### src/rtl/bcd_counter_pkg.sv
// Shared types and helpers for the two-digit BCD counter.
package bcd_counter_pkg;

   typedef enum logic [1:0] {
      ST_IDLE  = 2'd0,
      ST_RUN   = 2'd1,
      ST_PAUSE = 2'd2
   } state_t;

   localparam logic [3:0] BCD_DIGIT_MAX = 4'd9;

   // Only meaningful once both digits are known to be <= 9.
   function automatic logic [6:0] bcd_to_bin(input logic [3:0] tens, input logic [3:0] ones);
      return 7'(tens) * 7'd10 + 7'(ones);
   endfunction

endpackage

### src/rtl/bcd_counter_2digit_if.sv
// Control and display bus of the two-digit BCD counter.
interface bcd_counter_2digit_if;
   logic       start_stop;
   logic       clear;
   logic       up_down;
   logic       load;
   logic [3:0] load_tens;
   logic [3:0] load_ones;
   logic [3:0] bcd_tens_out;
   logic [3:0] bcd_ones_out;
   logic       running;
   logic       carry_out;
   logic       tick_out;

   modport master (
      output start_stop, clear, up_down, load, load_tens, load_ones,
      input  bcd_tens_out, bcd_ones_out, running, carry_out, tick_out
   );

   modport slave (
      input  start_stop, clear, up_down, load, load_tens, load_ones,
      output bcd_tens_out, bcd_ones_out, running, carry_out, tick_out
   );
endinterface

### src/rtl/bcd_counter_2digit_tick_divider.sv
// Prescaler: counts 0..DIV-1 while enabled, tick on the terminal count.
module tick_divider #(
   parameter int DIV = 10
) (
   input  logic clk,
   input  logic rst,
   input  logic enable,
   input  logic sync_clr,
   output logic tick
);
   localparam int CW = $clog2(DIV);

   logic [CW-1:0] cnt;

   assign tick = enable && (cnt == CW'(DIV - 1));

   always_ff @(posedge clk or posedge rst) begin
      if (rst)
         cnt <= '0;
      else if (sync_clr)
         cnt <= '0;
      else if (enable)
         cnt <= tick ? '0 : cnt + CW'(1);
   end
endmodule

### src/rtl/bcd_counter_2digit.sv
// Two-digit BCD counter with run/pause/clear FSM and prescaled tick.
// Optional BCD_AUTO_STOP_EN: hold at the terminal value and pause instead of wrapping.
module bcd_counter_2digit
   import bcd_counter_pkg::*;
#(
   parameter int CLK_FREQ_HZ = 12000000,
   parameter int TICK_HZ     = 1,
   parameter int COUNT_MAX   = 99
) (
   input logic                 clk,
   input logic                 rst,
   bcd_counter_2digit_if.slave bus
);
   localparam int         DIV      = CLK_FREQ_HZ / TICK_HZ;
   localparam logic [3:0] MAX_TENS = 4'(COUNT_MAX / 10);
   localparam logic [3:0] MAX_ONES = 4'(COUNT_MAX % 10);

   state_t     state, state_nxt;
   logic [3:0] tens, ones, tens_nxt, ones_nxt;
   logic       tick, load_ok, do_tick, wrap;
   logic       running_q, carry_q, tick_q;

   assign load_ok = bus.load
                 && (bus.load_tens <= BCD_DIGIT_MAX)
                 && (bus.load_ones <= BCD_DIGIT_MAX)
                 && (bcd_to_bin(bus.load_tens, bus.load_ones) <= 7'(COUNT_MAX));

   // clear and an accepted load both pre-empt a count in the same cycle
   assign do_tick = tick & ~bus.clear & ~load_ok;

   tick_divider #(.DIV(DIV)) u_div (
      .clk      (clk),
      .rst      (rst),
      .enable   (state == ST_RUN),
      .sync_clr (bus.clear | load_ok),
      .tick     (tick)
   );

   always_comb begin
      state_nxt = (state == ST_RUN || state == ST_PAUSE) ? state : ST_IDLE;
      if (bus.clear) begin
         state_nxt = ST_IDLE;
      end else begin
         if (load_ok && state == ST_IDLE)
            state_nxt = ST_PAUSE;
         if (bus.start_stop)
            state_nxt = (state == ST_RUN) ? ST_PAUSE : ST_RUN;
`ifdef BCD_AUTO_STOP_EN
         else if (do_tick && wrap)
            state_nxt = ST_PAUSE;
`endif
      end
   end

   always_comb begin
      tens_nxt = tens;
      ones_nxt = ones;
      wrap     = 1'b0;
      if (bus.up_down) begin
         if (tens == MAX_TENS && ones == MAX_ONES) begin
            wrap = 1'b1;
`ifndef BCD_AUTO_STOP_EN
            tens_nxt = 4'd0;
            ones_nxt = 4'd0;
`endif
         end else if (ones == BCD_DIGIT_MAX) begin
            ones_nxt = 4'd0;
            tens_nxt = tens + 4'd1;
         end else begin
            ones_nxt = ones + 4'd1;
         end
      end else begin
         if (tens == 4'd0 && ones == 4'd0) begin
            wrap = 1'b1;
`ifndef BCD_AUTO_STOP_EN
            tens_nxt = MAX_TENS;
            ones_nxt = MAX_ONES;
`endif
         end else if (ones == 4'd0) begin
            ones_nxt = BCD_DIGIT_MAX;
            tens_nxt = tens - 4'd1;
         end else begin
            ones_nxt = ones - 4'd1;
         end
      end
   end

   always_ff @(posedge clk or posedge rst) begin
      if (rst) begin
         state     <= ST_IDLE;
         tens      <= 4'd0;
         ones      <= 4'd0;
         running_q <= 1'b0;
         carry_q   <= 1'b0;
         tick_q    <= 1'b0;
      end else begin
         state     <= state_nxt;
         running_q <= (state_nxt == ST_RUN);
         tick_q    <= do_tick;
         carry_q   <= do_tick & wrap;
         if (bus.clear) begin
            tens <= 4'd0;
            ones <= 4'd0;
         end else if (load_ok) begin
            tens <= bus.load_tens;
            ones <= bus.load_ones;
         end else if (do_tick) begin
            tens <= tens_nxt;
            ones <= ones_nxt;
         end
      end
   end

   assign bus.bcd_tens_out = tens;
   assign bus.bcd_ones_out = ones;
   assign bus.running      = running_q;
   assign bus.carry_out    = carry_q;
   assign bus.tick_out     = tick_q;
endmodule

### src/flat_wrapper.sv
// flat-port wrapper written by rule: the top's interface ports become plain ports
module bcd_counter_2digit_flat import bcd_counter_pkg::*;
#(
   parameter int CLK_FREQ_HZ = 12000000,
   parameter int TICK_HZ     = 1,
   parameter int COUNT_MAX   = 99
)
  (clk, rst, bus_start_stop, bus_clear, bus_up_down, bus_load, bus_load_tens, bus_load_ones, bus_bcd_tens_out, bus_bcd_ones_out, bus_running, bus_carry_out, bus_tick_out);
  bcd_counter_2digit_if bus_i ();
  input logic clk;
  input logic rst;
  input wire logic [$bits(bus_i.start_stop)-1:0] bus_start_stop;
  input wire logic [$bits(bus_i.clear)-1:0] bus_clear;
  input wire logic [$bits(bus_i.up_down)-1:0] bus_up_down;
  input wire logic [$bits(bus_i.load)-1:0] bus_load;
  input wire logic [$bits(bus_i.load_tens)-1:0] bus_load_tens;
  input wire logic [$bits(bus_i.load_ones)-1:0] bus_load_ones;
  output wire logic [$bits(bus_i.bcd_tens_out)-1:0] bus_bcd_tens_out;
  output wire logic [$bits(bus_i.bcd_ones_out)-1:0] bus_bcd_ones_out;
  output wire logic [$bits(bus_i.running)-1:0] bus_running;
  output wire logic [$bits(bus_i.carry_out)-1:0] bus_carry_out;
  output wire logic [$bits(bus_i.tick_out)-1:0] bus_tick_out;
  assign bus_i.start_stop = bus_start_stop;
  assign bus_i.clear = bus_clear;
  assign bus_i.up_down = bus_up_down;
  assign bus_i.load = bus_load;
  assign bus_i.load_tens = bus_load_tens;
  assign bus_i.load_ones = bus_load_ones;
  assign bus_bcd_tens_out = bus_i.bcd_tens_out;
  assign bus_bcd_ones_out = bus_i.bcd_ones_out;
  assign bus_running = bus_i.running;
  assign bus_carry_out = bus_i.carry_out;
  assign bus_tick_out = bus_i.tick_out;
  bcd_counter_2digit #(.CLK_FREQ_HZ(CLK_FREQ_HZ), .TICK_HZ(TICK_HZ), .COUNT_MAX(COUNT_MAX)) u_core (.clk(clk), .rst(rst), .bus(bus_i));
endmodule
### config.mk
export PLATFORM = sky130hd
export DESIGN_NAME = bcd_counter_2digit_flat
export DESIGN_NICKNAME = d
export VERILOG_FILES = /design/src/rtl/bcd_counter_pkg.sv /design/src/rtl/bcd_counter_2digit_if.sv /design/src/rtl/bcd_counter_2digit_tick_divider.sv /design/src/rtl/bcd_counter_2digit.sv /design/src/flat_wrapper.sv
export SDC_FILE = /design/constraint.sdc
export NUM_CORES = 1
export LEC_CHECK = 0
export CAP_MARGIN = 20
export CELL_PAD_IN_SITES_DETAIL_PLACEMENT = 1
export CELL_PAD_IN_SITES_GLOBAL_PLACEMENT = 2
export CORE_UTILIZATION = 35
export CTS_CLUSTER_DIAMETER = 100
export DETAILED_ROUTE_END_ITERATION = 12
export GPL_TIMING_DRIVEN = 0
export HOLD_SLACK_MARGIN = 0.08
export PLACE_DENSITY = 0.8
export SLEW_MARGIN = 15
export SYNTH_ARGS = -nofsm -noshare
export SYNTH_HDL_FRONTEND = slang
export SYNTH_SLANG_ARGS = --single-unit
### constraint.sdc
create_clock -name clk -period 3.2 [get_ports clk]
set_input_delay 0.48 -clock clk [delete_from_list [all_inputs] [get_ports clk]]
set_output_delay 0.48 -clock clk [all_outputs]
set_load 0.03 [all_outputs]
==> out/results.tsv, run 1 <==
stage	metric	value	unit
status	status	complete, no violations	
clocking	insertion_delay	0.30	ns
floorplan	fp.dieH	87.4	um
layout	area_growth	24.0	%
clocking	cts_max_path_buffers	2	
sta	fin_skew	0.0101	ns
clocking	hold_buffers	0	
clocking	clock-sinks	37	
sta	finalSetupViolCount	0	
worst_setup_path	worstSetupPathType	in -> reg	
layout	fin_nets	353	
pwr	ir_worst_vdd	0.159	mV
logic_synthesis	synth_area	2550	um^2
layout	layout_commonest_cell	dfrtp_1	
logic_synthesis	synth_cell_type_count	49	
floorplan	design.core.area	6910	um^2
routing	via_count	2314	
logic_synthesis	syn-num-nets	319	
clocking	cts_tree	done	
place	place_congestion	0.772	
layout	layout-drive-gt1-share	13.2	%
global_routing	grt_usage	20.3	%
sta	rsz0062_at_grt	false	
sta	slew-limit-headroom	64.5	%
sta	hold_violations	0	
sta	max_freq	339	MHz
flow_run	drv_cap	0	
place	io_buffers	24	
sta	final.setup.worst_slack	0.249	ns
routing	drc_errors	0	
sta	tightest_slew	0.533	ns
worst_hold_path	worstHoldPathType	in -> async	
clocking	cts.htree.levels	2	
global_routing	first_global_vias	2358	
logic_synthesis	ys.flop_type	dfrtp_1	
worst_setup_path	cp_data_required_time	3.42	ns
global_routing	grt_pass1_wl	11900	um
routing	drt_iter0_drc	92	
worst_setup_path	cp_data_arrival_time	3.17	ns
layout	fin_util	45.8	%
routing	drt_first_pass_iters	4	
floorplan	die-area	7630	um^2
layout	layout_common_cells	dfrtp_1, nor2_1, a21oi_1	
place	pre_cts_ws	-0.547	ns
logic_synthesis	seq_area_frac_synth	36.3	%
global_routing	antenna_found_initial	0	
clocking	cts_root_buffer	clkbuf_8	
floorplan	initial_core_util	36.9	%
logic_synthesis	synth-edff-count	0	
place	hpwlAfterDp	5260	um
clocking	cts_inserted_buffers	5	
layout	n_antenna_cell	0	
sta	drv_slew	0	
floorplan	ios	25	
floorplan	die_x	87.4	um
global_routing	grt_max_degree	26	
layout	fillers	824	
worst_setup_path	start_kind	input port	
routing	wl_per_cell	16.8	um
floorplan	std_cell_rows	30	
worst_setup_path	cp_max_fo	10	
routing	drt_wl_total	7080	um
sta	period_needed	2.95	ns
clocking	clkTransAtPathRegs	0.09	ns
logic_synthesis	yosysWarnings	0	
global_routing	overflow	0	
pwr	p_leak	1.31	nW
logic_synthesis	synth_cells	290	
logic_synthesis	yosys_register_bits	37	
worst_setup_path	cp-end-kind	register	
logic_synthesis	avgSynthCellArea	8.80	um^2
sta	fin_crit_sh	92.2	%
logic_synthesis	synthArstFlopShare	100	%
sta	timing.hold.ws	0.445	ns
pwr	power.density	400	nW/um^2
routing	ant_nets	0	
routing	vias_per_cell	5.50	
## Yosys cell counts, types with 5 or more instances
cell type  number  area, um^2
inv_1          11        41.3
xor2_1         10        87.6
dfrtp_1        37         926
nand4_1         8        50.1
ha_1           13         163
o21ai_0        21         105
nand2_1        19        71.3
clkbuf_1        8        30.0
and3_1          5        31.3
or3_1          12        75.1
nor3_1          7        35.0
a21oi_1        27         135
nor2_1         27         101
nand3_1        15        75.1
## registers in the layout, indices dropped and copies added (netlist names)
name	count
u_core.state	2
u_core.bus.carry_out	1
u_core.bus.bcd_tens_out	4
u_core.bus.bcd_ones_out	4
u_core.bus.tick_out	1
u_core.bus.running	1
u_core.u_div.cnt	24
## report_power, final
| group | leakage (nW) | internal (mW) | switching, mW |
|---|---|---|---|
| combinational | 0.734 | 0.116 | 0.164 |
| clock | 0.0681 | 0.310 | 0.177 |
| sequential | 0.511 | 0.480 | 0.0168 |
| total | 1.31 | 0.906 | 0.358 |
## routing by layer
| metal | track usage [%] | wire length [um] |
|---|---|---|
| met1 | 28.5 | 3530 |
| met2 | 32.5 | 3290 |
| met3 | 3.41 | 180 |
| met4 | 4.92 | 77 |
| met5 | 0 | 0 |
## worst max-delay path: stages
cell and delay, ns:
clkbuf_2 0.14, ha_1 0.30, ha_1 0.13, inv_1 0.04
fa_1 0.41, xnor2_2 0.18, nor4b_2 0.28, a31oi_2 0.17
and3_1 0.21, or3_1 0.34, buf_2 0.19, buf_6 0.16
nor2_1 0.12
## logic make-up after synthesis
| logic type | synth area share [%] |
|---|---|
| buffers and inverters | 4.12 |
| multiplexers | 1.67 |
| adder cells (fa/ha/maj) | 7.95 |
| flip-flops | 36.3 |
| AND/OR/NAND/NOR | 28.4 |
| XOR/XNOR | 4.81 |
| AO/OA/AOI/OAI | 16.8 |
## worst paths after layout
| check | from | to | slack (ns) | cells after the start |
|---|---|---|---|---|
| max | bus_load_tens[1] | u_core.u_div.cnt[15] | 0.25 | 13 |
| min | rst | u_core.u_div.cnt[3] | 0.44 | 2 |
| max reg2reg | u_core.bus.bcd_ones_out[0] | u_core.bus.bcd_tens_out[2] | 0.49 | 7 |
| min reg2reg | u_core.state[0] | u_core.state[1] | 0.51 | 1 |
| max in group asynchronous | rst | u_core.u_div.cnt[9] | 2.31 | 3 |
| min in group clk | bus_load_tens[3] | u_core.bus.bcd_tens_out[3] | 0.49 | 3 |
## per-stage QoR
step / instances / instance area (um^2) / setup TNS (ns) / total power [mW]
after detailed placement: 411 / 2930 / -16.17 / 0.763
after global routing: 421 / 3160 / 0 / 1.32
after CTS: 418 / 3080 / 0 / 1.26
after floorplan: 290 / 2550 / 0 / 0.668
after global placement: 410 / 2910 / -14.44 / 0.754
final: 421 / 3160 / 0 / 1.26
## cell type report
type / count / area, um^2 / area share (%)
Sequential cell: 37 / 926 / 29.3
Clock buffer: 5 / 68.8 / 2.18
Inverter: 11 / 41.3 / 1.31
Timing Repair Buffer: 28 / 284 / 8.98
Tap cell: 96 / 120 / 3.80
Clock inverter: 3 / 65.1 / 2.06
Multi-Input combinational cell: 229 / 1580 / 50.0
Buffer: 12 / 77.6 / 2.45
## repair_timing
| action | in CTS | in global routing |
|---|---|---|
| gates resized for setup | 8 | 27 |
| pin swaps | 1 | 5 |
| buffers inserted | 0 | 1 |
| setup endpoints to repair | 32 | 35 |
| cloned | 0 | 1 |
Power figures use the tool's default switching activity.
==> run 2: changes to the inputs <==
--- a/config.mk
+++ b/config.mk
@@ -13,7 +13,7 @@
 export DETAILED_ROUTE_END_ITERATION = 12
 export GPL_TIMING_DRIVEN = 0
 export HOLD_SLACK_MARGIN = 0.08
-export PLACE_DENSITY = 0.8
+export PLACE_DENSITY_LB_ADDON = 0.1
 export SLEW_MARGIN = 15
 export SYNTH_ARGS = -nofsm -noshare
 export SYNTH_HDL_FRONTEND = slang
==> out/results.tsv, run 2 (synthesis results as in run 1) <==
stage	metric	value	unit
routing	wl_per_cell	16.1	um
worst_hold_path	worstHoldPathType	reg -> reg	
worst_setup_path	cp-end-kind	register	
clocking	cts_inserted_buffers	5	
sta	drv_slew	0	
sta	slew-limit-headroom	31.5	%
worst_setup_path	cp_data_arrival_time	3.32	ns
layout	largest_register_ffs	24	
sta	finalSetupViolCount	0	
routing	drc_errors	0	
sta	period_needed	3.10	ns
floorplan	ios	25	
global_routing	grt_usage	19.3	%
worst_setup_path	slowest_stage	clkdlybuf4s50_1	
clocking	clkTransAtPathRegs	0.08	ns
floorplan	std_cell_rows	30	
layout	layout-drive-gt1-share	12.4	%
routing	vias_per_cell	5.46	
place	io_buffers	24	
sta	max_freq	323	MHz
floorplan	die_x	87.4	um
place	place_congestion	0.741	
sta	hold_violations	0	
layout	layout_commonest_cell	dfrtp_1	
clocking	cts.htree.levels	2	
pwr	power.density	360	nW/um^2
clocking	hold_buffers	0	
layout	fin_nets	351	
layout	area_growth	20.6	%
floorplan	fp.dieH	87.4	um
floorplan	die-area	7630	um^2
layout	fin_util	44.5	%
place	hpwlAfterDp	5080	um
pwr	ir_worst_vdd	0.186	mV
layout	top_register	u_core.u_div.cnt	
clocking	cts_root_buffer	clkbuf_8	
clocking	cts_tree	done	
worst_setup_path	cp_max_fo	10	
worst_setup_path	critPathMaxStageDelay	0.51	ns
floorplan	design.core.area	6910	um^2
layout	layout_common_cells	dfrtp_1, nor2_1, a21oi_1	
worst_setup_path	cp_data_required_time	3.43	ns
place	place_inst	411	
worst_setup_path	cp_cell_sequence	clkdlybuf4s50_1 > ha_2 > fa_2 > or4_1 > o211ai_1 > o21bai_2 > a311oi_1 > buf_2 > or3_1 > a21oi_2	
clocking	insertion_delay	0.30	ns
floorplan	initial_core_util	36.9	%
sta	tightest_slew	1.02	ns
sta	fin_skew	0.00844	ns
layout	layout.cells.non_filler	418	
clocking	cts_max_path_buffers	2	
layout	n_antenna_cell	0	
global_routing	first_global_vias	2344	
clocking	clock-sinks	37	
worst_setup_path	start_kind	input port	
flow_run	drv_cap	0	
global_routing	antenna_found_initial	0	
global_routing	overflow	0	
pwr	p_leak	1.25	nW
routing	drt_iter0_drc	57	
global_routing	grt_pass1_wl	11300	um
global_routing	grt_max_degree	20	
routing	drt_first_pass_iters	4	
sta	fin_crit_sh	96.8	%
status	status	complete, no violations	
routing	via_count	2284	
routing	drt_wl_total	6720	um
worst_setup_path	worstSetupPathType	in -> reg	
routing	ant_nets	0	
-- run 2: worst paths after layout --
check | startpoint | slack [ns] | depth (start not counted) | endpoint
setup / recovery | bus_load_ones[1] | 0.10 | 10 | u_core.u_div.cnt[21]
hold / removal | u_core.state[0] | 0.48 | 1 | u_core.state[1]
setup reg to reg | u_core.bus.bcd_ones_out[0] | 0.52 | 7 | u_core.bus.bcd_tens_out[2]
hold reg to reg | u_core.state[0] | 0.48 | 1 | u_core.state[1]
max in group asynchronous | rst | 2.23 | 3 | u_core.u_div.cnt[18]
min in group asynchronous | rst | 0.53 | 2 | u_core.u_div.cnt[17]
-- run 2: what timing repair did --
| action | CTS | global route |
|---|---|---|
| pin swaps | 1 | 4 |
| setup endpoints to repair | 34 | 20 |
| resized for setup | 11 | 14 |
| gates cloned | 0 | 0 |
| hold endpoints to repair | 0 | 0 |
| setup buffers | 0 | 1 |
-- run 2: final cells by class --
type / instances / area, um^2
plain buffers: 12 / 71.3
clock buffers: 6 / 82.6
clock inverters: 1 / 7.51
fillers: 847 / 3830
inverters: 11 / 41.3
multi-input cells: 229 / 1560
flip-flops and latches: 37 / 926
well taps: 96 / 120
repair buffers: 26 / 270
-- run 2: routing by layer --
layer  part of all wire [%]  up-vias  global-route usage, %
met5                      0        -                      0
met4                    1.3        0                   5.37
met3                    2.4        9                   4.17
met2                     50       25                   33.7
met1                     46     1131                   23.8
li1                       -     1119                      -
-- run 2: critical path: cells and delay by family --
| kind | cells | cell delay [ns] |
|---|---|---|
| AND/OR/NAND/NOR | 2 | 0.88 |
| AO/OA/AOI/OAI | 4 | 0.58 |
| buffers and inverters | 2 | 0.72 |
| adder cells (fa/ha/maj) | 2 | 0.65 |
-- run 2: report_power, final --
group / total (mW) / switching, mW / leakage [nW] / internal (mW)
logic: 0.263 / 0.153 / 0.696 / 0.110
clock network: 0.347 / 0.177 / 0.0433 / 0.170
registers: 0.496 / 0.0163 / 0.511 / 0.479
total: 1.11 / 0.346 / 1.25 / 0.760
-- run 2: per-stage QoR --
stage               cell area, um^2  hold WS, ns  setup slack [ns]  power (mW)   TNS [ns]
floorplan                      2550        0.439             0.347       0.668          0
global placement               2910        0.472            -0.552       0.754     -15.69
detailed placement             2940        0.470            -0.596       0.762     -17.20
CTS                            3050        0.481            0.0131        1.12          0
global route                   3080        0.519         -0.000944        1.18  -0.000944
finish                         3080        0.475             0.101        1.11          0
